--- src/rtl/a429_pkg.sv ---
`default_nettype none
// +----------------------------------------------------------------------+
// | a429_pkg: shared ARINC429 word transmitter types and constants        |
// | Revision: 1.0                                                         |
// +----------------------------------------------------------------------+
package a429_pkg;

    localparam int c_WORD_W  = 32;
    localparam int c_RATE_HI = 100000;
    localparam int c_RATE_LO = 12500;

    typedef enum logic [2:0] {
        ST_IDLE  = 3'd0,
        ST_LOAD  = 3'd1,
        ST_DRIVE = 3'd2,
        ST_NULLH = 3'd3,
        ST_GAP   = 3'd4
    } a429_state_t;

    // Bit i of the result is the i-th bit put on the line (label MSB first).
    function automatic logic [c_WORD_W-1:0] a429_tx_order(
        input logic [7:0]  label,
        input logic [15:0] data,
        input logic        parity_en
    );
        logic [c_WORD_W-1:0] w;
        w = '0;
        for (int i = 0; i < 8; i++) begin
            w[i] = label[7-i];
        end
        w[25:10] = data;
        w[31]    = parity_en ? ~(^w[30:0]) : 1'b0;
        return w;
    endfunction

endpackage
`default_nettype wire

--- src/rtl/a429_baud_gen.sv ---
`default_nettype none
// +----------------------------------------------------------------------+
// | a429_baud_gen: half-bit tick generator for the latched line rate      |
// | Revision: 1.0                                                         |
// +----------------------------------------------------------------------+
module a429_baud_gen
    import a429_pkg::*;
#(
    parameter int CLK_HZ = 50000000
) (
    input  logic clk,
    input  logic rst,
    input  logic i_en,
    input  logic i_rate_hi,
    output logic o_tick
);

    localparam int c_HALF_HI = CLK_HZ / (2 * c_RATE_HI);
    localparam int c_HALF_LO = CLK_HZ / (2 * c_RATE_LO);
    localparam int c_CNT_W   = $clog2(c_HALF_LO + 1);

    logic [c_CNT_W-1:0] r_cnt;
    logic [c_CNT_W-1:0] w_last;

    assign w_last = i_rate_hi ? c_CNT_W'(c_HALF_HI - 1) : c_CNT_W'(c_HALF_LO - 1);
    assign o_tick = i_en && (r_cnt == w_last);

    // Counter is held at zero while disabled so the first half starts aligned.
    always_ff @(posedge clk) begin
        if (rst || !i_en || o_tick) begin
            r_cnt <= '0;
        end else begin
            r_cnt <= r_cnt + 1'b1;
        end
    end

endmodule
`default_nettype wire

--- src/rtl/a429_tx_word.sv ---
`default_nettype none
// +----------------------------------------------------------------------+
// | a429_tx_word: ARINC429 single-word RZ transmitter with NULL gap       |
// | Option: define A429_PARITY_EN for odd parity in bit 32.               |
// | Revision: 1.0                                                         |
// +----------------------------------------------------------------------+
module a429_tx_word
    import a429_pkg::*;
#(
    parameter int CLK_HZ   = 50000000,
    parameter int GAP_BITS = 4
) (
    input  logic       clk,
    input  logic       rst,
    input  logic       start,
    input  logic       send_rate,
    input  logic [3:0] dat0,
    input  logic [3:0] dat1,
    input  logic [3:0] dat2,
    input  logic [3:0] dat3,
    input  logic [3:0] dat4,
    input  logic [3:0] dat5,
    output logic       tx_hi,
    output logic       tx_lo,
    output logic       busy,
    output logic       done
);

    localparam int c_CNT_MAX = (2 * GAP_BITS > c_WORD_W) ? 2 * GAP_BITS : c_WORD_W;
    localparam int c_CNT_W   = $clog2(c_CNT_MAX + 1);
    localparam logic [c_CNT_W-1:0] c_BITS_END = c_CNT_W'(c_WORD_W);
    localparam logic [c_CNT_W-1:0] c_GAP_END  = c_CNT_W'(2 * GAP_BITS - 1);

    a429_state_t         r_state;
    logic [c_WORD_W-1:0] r_shift;
    logic [c_CNT_W-1:0]  r_cnt;
    logic                r_rate;
    logic                r_tx_hi;
    logic                r_tx_lo;
    logic                r_busy;
    logic                r_done;

    logic [c_WORD_W-1:0] w_word;
    logic                w_tick;
    logic                w_baud_en;

`ifdef A429_PARITY_EN
    assign w_word = a429_tx_order({dat1, dat0}, {dat5, dat4, dat3, dat2}, 1'b1);
`else
    assign w_word = a429_tx_order({dat1, dat0}, {dat5, dat4, dat3, dat2}, 1'b0);
`endif

    assign w_baud_en = (r_state == ST_DRIVE) || (r_state == ST_NULLH) || (r_state == ST_GAP);

    a429_baud_gen #(
        .CLK_HZ (CLK_HZ)
    ) u_baud (
        .clk       (clk),
        .rst       (rst),
        .i_en      (w_baud_en),
        .i_rate_hi (r_rate),
        .o_tick    (w_tick)
    );

    // r_cnt counts transmitted bits during the word, then half-bits of the gap.
    always_ff @(posedge clk) begin
        if (rst) begin
            r_state <= ST_IDLE;
            r_shift <= '0;
            r_cnt   <= '0;
            r_rate  <= 1'b0;
            r_tx_hi <= 1'b0;
            r_tx_lo <= 1'b0;
            r_busy  <= 1'b0;
            r_done  <= 1'b0;
        end else begin
            r_done <= 1'b0;
            case (r_state)
                ST_IDLE: begin
                    if (start) begin
                        r_busy  <= 1'b1;
                        r_state <= ST_LOAD;
                    end
                end
                ST_LOAD: begin
                    r_shift <= w_word;
                    r_rate  <= send_rate;
                    r_cnt   <= '0;
                    r_tx_hi <= w_word[0];
                    r_tx_lo <= ~w_word[0];
                    r_state <= ST_DRIVE;
                end
                ST_DRIVE: begin
                    if (w_tick) begin
                        r_tx_hi <= 1'b0;
                        r_tx_lo <= 1'b0;
                        r_shift <= r_shift >> 1;
                        r_cnt   <= r_cnt + 1'b1;
                        r_state <= ST_NULLH;
                    end
                end
                ST_NULLH: begin
                    if (w_tick) begin
                        if (r_cnt == c_BITS_END) begin
                            r_cnt   <= '0;
                            r_state <= ST_GAP;
                        end else begin
                            r_tx_hi <= r_shift[0];
                            r_tx_lo <= ~r_shift[0];
                            r_state <= ST_DRIVE;
                        end
                    end
                end
                ST_GAP: begin
                    if (w_tick) begin
                        if (r_cnt == c_GAP_END) begin
                            r_cnt   <= '0;
                            r_busy  <= 1'b0;
                            r_done  <= 1'b1;
                            r_state <= ST_IDLE;
                        end else begin
                            r_cnt <= r_cnt + 1'b1;
                        end
                    end
                end
                default: begin
                    r_tx_hi <= 1'b0;
                    r_tx_lo <= 1'b0;
                    r_busy  <= 1'b0;
                    r_state <= ST_IDLE;
                end
            endcase
        end
    end

    assign tx_hi = r_tx_hi;
    assign tx_lo = r_tx_lo;
    assign busy  = r_busy;
    assign done  = r_done;

endmodule
`default_nettype wire
--- config.mk ---
export PLATFORM = sky130hd
export DESIGN_NAME = a429_tx_word
export DESIGN_NICKNAME = d
export VERILOG_FILES = /design/src/rtl/a429_pkg.sv /design/src/rtl/a429_baud_gen.sv /design/src/rtl/a429_tx_word.sv
export SDC_FILE = /design/constraint.sdc
export NUM_CORES = 1
export LEC_CHECK = 0
export ABC_AREA = 1
export BUFFER_PORTS_ARGS = -buffer_cell sky130_fd_sc_hd__clkbuf_2
export CORE_MARGIN = 1.5
export CORE_UTILIZATION = 47
export CTS_CLUSTER_DIAMETER = 80
export DETAILED_ROUTE_END_ITERATION = 10
export PLACE_DENSITY = 0.79
export SETUP_SLACK_MARGIN = 0.02
export SLEW_MARGIN = 0
export SYNTH_ARGS = -nofsm -noshare
export SYNTH_HDL_FRONTEND = slang
export SYNTH_SLANG_ARGS = --single-unit
--- constraint.sdc ---
create_clock -name clk -period 1.45 [get_ports clk]
set_clock_uncertainty 0.1 [all_clocks]
set_input_delay 0.29 -clock clk [delete_from_list [all_inputs] [get_ports clk]]
set_output_delay 0.29 -clock clk [all_outputs]
set_load 0.005 [all_outputs]
# [Yosys cells after proc, flatten, opt, wreduce, memory -nomap -nowiden]
# Cells that the tools add are included.
[classes] add_sub_neg=2 n_mul=0 div=0 order_cmp=0 n_eq_ne=14 shifts=0 n_mux=28 n_bitwise=6 n_reduce_logical=17
[ops] cell="$pmux 32 s2" n=1
[ops] cell="$mux 32" n=1
[ops] cell="$mux 6" n=5
[ops] cell="$pmux 6 s4" n=1
[ops] cell="$mux 3" n=6
[ops] cell="$pmux 3 s5" n=1
[ops] cell="$add 11x1->11 const B" n=1
[ops] cell="$eq 11x11->1" n=1
[ops] cell="$mux 11" n=1
[ops] cell="$ne 2x1->1 const B" n=5
[ops] cell="$reduce_and 5->1" n=2
[ops] cell="$mux 1" n=9
[ops] cell="$pmux 1 s4" n=2
[ops] cell="$reduce_and 4->1" n=2
[ops] cell="$add 6x1->6 const B" n=1
[ops] cell="$eq 3x2->1 const B" n=2
[ops] cell="$eq 6x3->1 const B" n=1
[ops] cell="$eq 6x6->1 const B" n=1
[ops] cell="$not 1->1" n=6
[ops] cell="$reduce_or 3->1" n=2
[ops] cell="$logic_or 1x1->1" n=4
[ops] cell="$ne 2x2->1 const B" n=2
[ops] cell="$reduce_bool 4->1" n=1
[ops] cell="$eq 3x1->1 const B" n=1
[ops] cell="other kinds (8)" n=8
[word_totals] ff_bits=57 latch_bits=0 ram_bits=0 mem_bits_ro=0 inputBits=28 output_inout_bits=4 word_cells=76 mem_count=0

# [Longest topological paths before layout]
[logic_depth] word_depth=6 mapped_depth=12

# [Modules after synthesis]
# From an unflattened synthesis, not the netlist that was laid out.
[hier_totals] hier_cells=368 area_unflattened_um2=2565.0
[by_module_without_submodules] module="a429_tx_word" instances=1 cells_per_inst=282 area_each_um2=1963.1 seq_area_each_um2=800.8
[by_module_without_submodules] module="a429_baud_gen" instances=1 cells_per_inst=86 area_each_um2=601.8 seq_area_each_um2=220.2

# [Least setup slack after synthesis]
# OpenSTA, ideal clock, no wires.
[synth_timing] path_kind="register to register" startpoint="register u_baud.r_cnt[6]" endpoint="register r_shift[10]" arrival_time_ps=1241 required_ps=1234 path_slack_ps=-7 stages_incl_launch_ff=11 path_buffers=1 cell_sequence="dfxtp_1 > nand2_1 > nor2_1 > nand2_1 > nor2_4 > nand3_4 > nand2_8 > inv_6 > buf_12 > nor2_2 > nor2_1"
[synth_via] elab_chain_cells=4
[synth_lines] element="start: declaration" line_no="a429_baud_gen.sv:22" source="logic [c_CNT_W-1:0] r_cnt;"
[synth_lines] element="start signal: assignment" line_no="a429_baud_gen.sv:33" source="r_cnt <= r_cnt + 1'b1;"
[synth_lines] element="$eq 11x11->1" line_no="a429_baud_gen.sv:26" source="assign o_tick = i_en && (r_cnt == w_last);"
[synth_lines] element="$logic_and 1x1->1" line_no="a429_baud_gen.sv:26"
[synth_lines] element="$ne 2x1->1 (no source line)"
[synth_lines] element="$reduce_and 2->1 (no source line)"
[synth_lines] element="end signal: assignment" line_no="a429_tx_word.sv:86" source="r_shift <= w_word;"
[synth_lines] element="end signal: assignment" line_no="a429_tx_word.sv:97" source="r_shift <= r_shift >> 1;"
[synth_lines] element="end: declaration" line_no="a429_tx_word.sv:35" source="logic [c_WORD_W-1:0] r_shift;"
# Every way passes these cells.
# A chain may end at the register's enable or synchronous reset.

# [Worst setup path in the final report]
[layout_timing] startpoint="register r_state[0]" endpoint="register r_cnt[3]"
[layout_via] elab_chain_cells=6 word_cells_on_any_way=14 cone_classes="eq/ne: 8; mux: 1; reduce/logical: 5"
[layout_lines] element="start: declaration" line_no="a429_tx_word.sv:34" source="a429_state_t r_state;"
[layout_lines] element="start signal: assignment" line_no="a429_tx_word.sv:68" source="r_state <= ST_IDLE;"
[layout_lines] element="start signal: assignment" line_no="a429_tx_word.sv:82" source="r_state <= ST_LOAD;"
[layout_lines] element="start signal: assignment" line_no="a429_tx_word.sv:91" source="r_state <= ST_DRIVE;"
[layout_lines] element="$eq 3x2->1" line_no="a429_tx_word.sv:53, a429_tx_word.sv:78"
[layout_lines] element="$logic_or 1x1->1 (2 in series)" line_no="a429_tx_word.sv:53" source="assign w_baud_en = (r_state == ST_DRIVE) || (r_state == ST_NULLH) || (r_state == ST_GAP);"
[layout_lines] element="$logic_and 1x1->1" line_no="a429_baud_gen.sv:26"
[layout_lines] element="$ne 2x1->1 (no source line)"
[layout_lines] element="$reduce_and 5->1 (no source line)"
[layout_lines] element="end signal: assignment" line_no="a429_tx_word.sv:98" source="r_cnt <= r_cnt + 1'b1;"
[layout_lines] element="end signal: assignment" line_no="a429_tx_word.sv:122" source="r_cnt <= r_cnt + 1'b1;"
[layout_lines] element="end: declaration" line_no="a429_tx_word.sv:36" source="logic [c_CNT_W-1:0] r_cnt;"
# Several ways; a longest one is shown, not always the timed one.

==> results_dict.tcl <==
set metrics [dict create \
    busiest_layer "met2" \
    p_clk_share_pct 13.6 \
    worstReg2RegStart "r_state[0]$_SDFFE_PP0P_" \
    path_class "reg2reg" \
    start_util_pct 49.36 \
    critical_path_buf_inv_count 2 \
    mostFrequentLayoutCells "108 x nand2_1, 55 x nor2_1, 36 x dfxtp_1, 36 x buf_4, 31 x clkbuf_2" \
    worstPathRequired_ns 1.56 \
    fmax_mhz 623.3 \
    cp.depth 9 \
    cts_sinks 51 \
    cp_slowest_cell "dfxtp_4" \
    cts_buffers 5 \
    synth_fp_nets 434 \
    fin_ws_ns -0.1545 \
    rows 27 \
    grtUsageMet1_pct 24.19 \
    cp_top_family "simple AND/OR/NAND/NOR gates" \
    syn2layout_area_growth_pct 34.29 \
    die_area_um2 6322 \
    power_frac_comb_pct 53.2 \
    fin_crit_ns 1.604 \
    reg2reg_depth 9 \
    internal_power_w 0.003521 \
    rsz0062_at_grt "yes" \
    r2r_slack_ns -0.15 \
    insertion_delay_ns 0.31 \
    nFillCells 443 \
    met2_usage_pct 35.08 \
    cp_common_cell "nor2_4" \
    slowest_delay_ns 0.38 \
    clockRootBuffer "clkbuf_8" \
    slew_viol_final 0 \
    ys_warn_count 0 \
    fp.coreArea_um2 5574 \
    synth_area_leaders "dfxtp_1 37%, nand2_1 17%, nor2_1 8.9%, nor2_2 5.0%, inv_1 4.1%" \
    ys_ff_latch 51 \
    crit_end "r_cnt[3]$_SDFFE_PP0P_" \
    drtIter0Drc 188 \
    drtAntennaViolNets 0 \
    hold_class "in2reg" \
    tritoncts "done" \
    io_buffers 31 \
    status "finished with violations" \
    grt_pass1_wl_mm 10.26 \
    drcViolationCount 0 \
    leakage_nw 1.711 \
    ys_types 35 \
    pwr-share-seq_pct 33.2 \
    r2r_end "r_cnt[3]$_SDFFE_PP0P_" \
    fin_crit_sh_pct 110.7 \
    io_pins 32 \
    final_net_count 507 \
    power_density_nw_per_um2 1682 \
    antenna_cells 0 \
    gp_congestion 0.8245 \
    synthCells 403 \
    yosysSeqAreaShare_pct 37.11 \
    clkTransAtPathRegs_ns 0.09 \
    violations "setup timing" \
    placedCellCount 524 \
    cp_max_fo 6 \
    totalWireLength_mm 6.821 \
    hold_violations 0 \
    crit_start "r_state[0]$_SDFFE_PP0P_" \
    grt_util_met3_pct 3.771 \
    critPathArrivalTime_ns 1.72 \
    first_pass_iters 4 \
    num_vias 2740 \
    crit_chain "nor2_4 -> inv_2 -> nor2_4 -> nor2_2 -> a21oi_4 -> buf_4 -> nand3_1 -> nand2_1 -> nor2_1" \
    grtUsageTotal_pct 20.18 \
    die_w_um 79.51 \
    worstSetupStartpointType "flip-flop" \
    antenna_found_initial 0 \
    cap_viol_max_count 0 \
    p_sw_w 0.002695 \
    switching_share_pct 43.36 \
    grt_max_degree 27 \
    end_kind "flip-flop" \
    first_global_vias 2500 \
    drive_gt1_share_pct 42.65 \
    gr-total-overflow 0 \
    hold_depth 3 \
    avgSynthCellArea_um2 6.827 \
    pre_cts_ws_ns -0.1250 \
    layout_commonest_cell "nand2_1" \
    fp.dieH_um 79.51 \
    dp_hpwl_mm 4.166 \
    clk_path_buf_depth 2 \
    viasPerCell 5.000 \
    wire_per_inst_um 12.45 \
    htree_levels 2 \
    setup_viol 49 \
    max-slew-margin-rel_pct 80.87 \
    yosysTopAreaCell "dfxtp_1" \
    ir_drop_mv 0.8888 \
    final_cells 548 \
    worstMarginPinSlew_ns 0.2866 \
    synth_top_area_share_pct 37.11 \
    synth_area_um2 2751 \
]
==> power by group through the flow <==
| stage | Combinational (W) | Sequential [W] | Clock, W |
|---|---|---|---|
| detailed placement | 0.00258 | 0.00200 | 0 |
| floorplan | 0.00211 | 0.00197 | 0 |
| global placement | 0.00251 | 0.00199 | 0 |
| global route | 0.00365 | 0.00210 | 0.000911 |
| CTS | 0.00272 | 0.00199 | 0.000850 |
| finish | 0.00331 | 0.00206 | 0.000848 |
==> state kept, by name, summed over array words and instances (netlist names) <==
name          count
busy              1
done              1
r_cnt             6
r_rate            1
r_shift          26
r_state           3
tx_hi             1
tx_lo             1
u_baud.r_cnt     11
==> worst min path at each step <==
stage                                       to  slack, ns                       start
floorplan                      done$_SDFF_PP0_       0.27                         rst
global placement    u_baud.r_cnt[0]$_SDFF_PP0_       0.32  u_baud.r_cnt[0]$_SDFF_PP0_
detailed placement  u_baud.r_cnt[0]$_SDFF_PP0_       0.34  u_baud.r_cnt[0]$_SDFF_PP0_
CTS                          busy$_SDFFE_PP0P_       0.13                       start
global route                 busy$_SDFFE_PP0P_       0.16                       start
finish                       busy$_SDFFE_PP0P_       0.14                       start
==> cell type report <==
type	count	area, um^2	area share [%]
Clock inverter	1	5.005	0.1355
Timing Repair Buffer	78	598.1	16.19
Sequential cell	51	1042	28.21
Inverter	37	162.7	4.402
Clock buffer	6	82.58	2.235
Multi-Input combinational cell	303	1714	46.39
Tap cell	72	90.09	2.438
==> worst register-to-register path, cell delays in order, from the launching register on <==
cell and delay, ns:
dfxtp_4 0.38, nor2_4 0.14, inv_2 0.06, nor2_4 0.16
nor2_2 0.07, a21oi_4 0.23, buf_4 0.17, nand3_1 0.07
nand2_1 0.08, nor2_1 0.05
==> cells in the mapped netlist <==
cell type  count
a21oi_1       10
a21oi_4        1
a22o_1         1
a31oi_1        1
buf_12         2
buf_2          3
buf_6          1
buf_8          2
clkbuf_1       4
clkbuf_2       1
dfxtp_1       51
ha_1           3
inv_1         30
inv_2          6
inv_6          1
nand2_1      121
nand2_2        3
nand2_4        4
nand2_8        1
nand3_1       21
nand3_2        3
nand3_4        1
nand3b_1       1
nor2_1        65
nor2_2        22
nor2_4         4
nor3_1         1
nor3b_1        1
nor4_1         1
o211ai_1       1
o21ai_0       19
o21ai_1       11
o22ai_1        1
xnor2_1        3
xor2_1         2
==> cells by family (layout without fill, tap and decap cells) <==
kind of cell / count (synthesis) / after routing / synth area share [%]
flip-flops: 51 / 51 / 37.11
AO/OA/AOI/OAI: 45 / 45 / 8.914
buffers and inverters: 50 / 122 / 9.458
XOR/XNOR: 5 / 5 / 1.592
adder cells (fa/ha/maj): 3 / 3 / 1.364
AND/OR/NAND/NOR: 249 / 250 / 41.56
==> per-stage QoR <==
step | TNS, ns | utilization [%] | area [um^2] | hold slack (ns) | total power (W)
global placement | -0.1022 | 56.79 | 3166 | 0.3181 | 0.004494
detailed placement | -0.7394 | 56.79 | 3166 | 0.3434 | 0.004587
floorplan | 0 | - | 2779 | 0.2685 | 0.004083
finish | -3.112 | 66.29 | 3695 | 0.1354 | 0.006216
CTS | -0.4423 | 59.89 | 3338 | 0.1251 | 0.005559
global route | -6.448 | 66.29 | 3695 | 0.1582 | 0.006658
==> layer usage <==
layer,vias up,wire [um]
met2,65,3417
met5,-,0
li1,1395,-
met1,1262,2983
met4,0,167
met3,18,252
==> timing repair <==
action	4_1_cts	5_1_grt
pin swaps	13	25
buffers inserted	3	11
cloned	1	2
hold buffers	0	0
gates resized for setup	21	78
endpoints found under the setup margin	41	50
(Power assumes the default switching activity.)
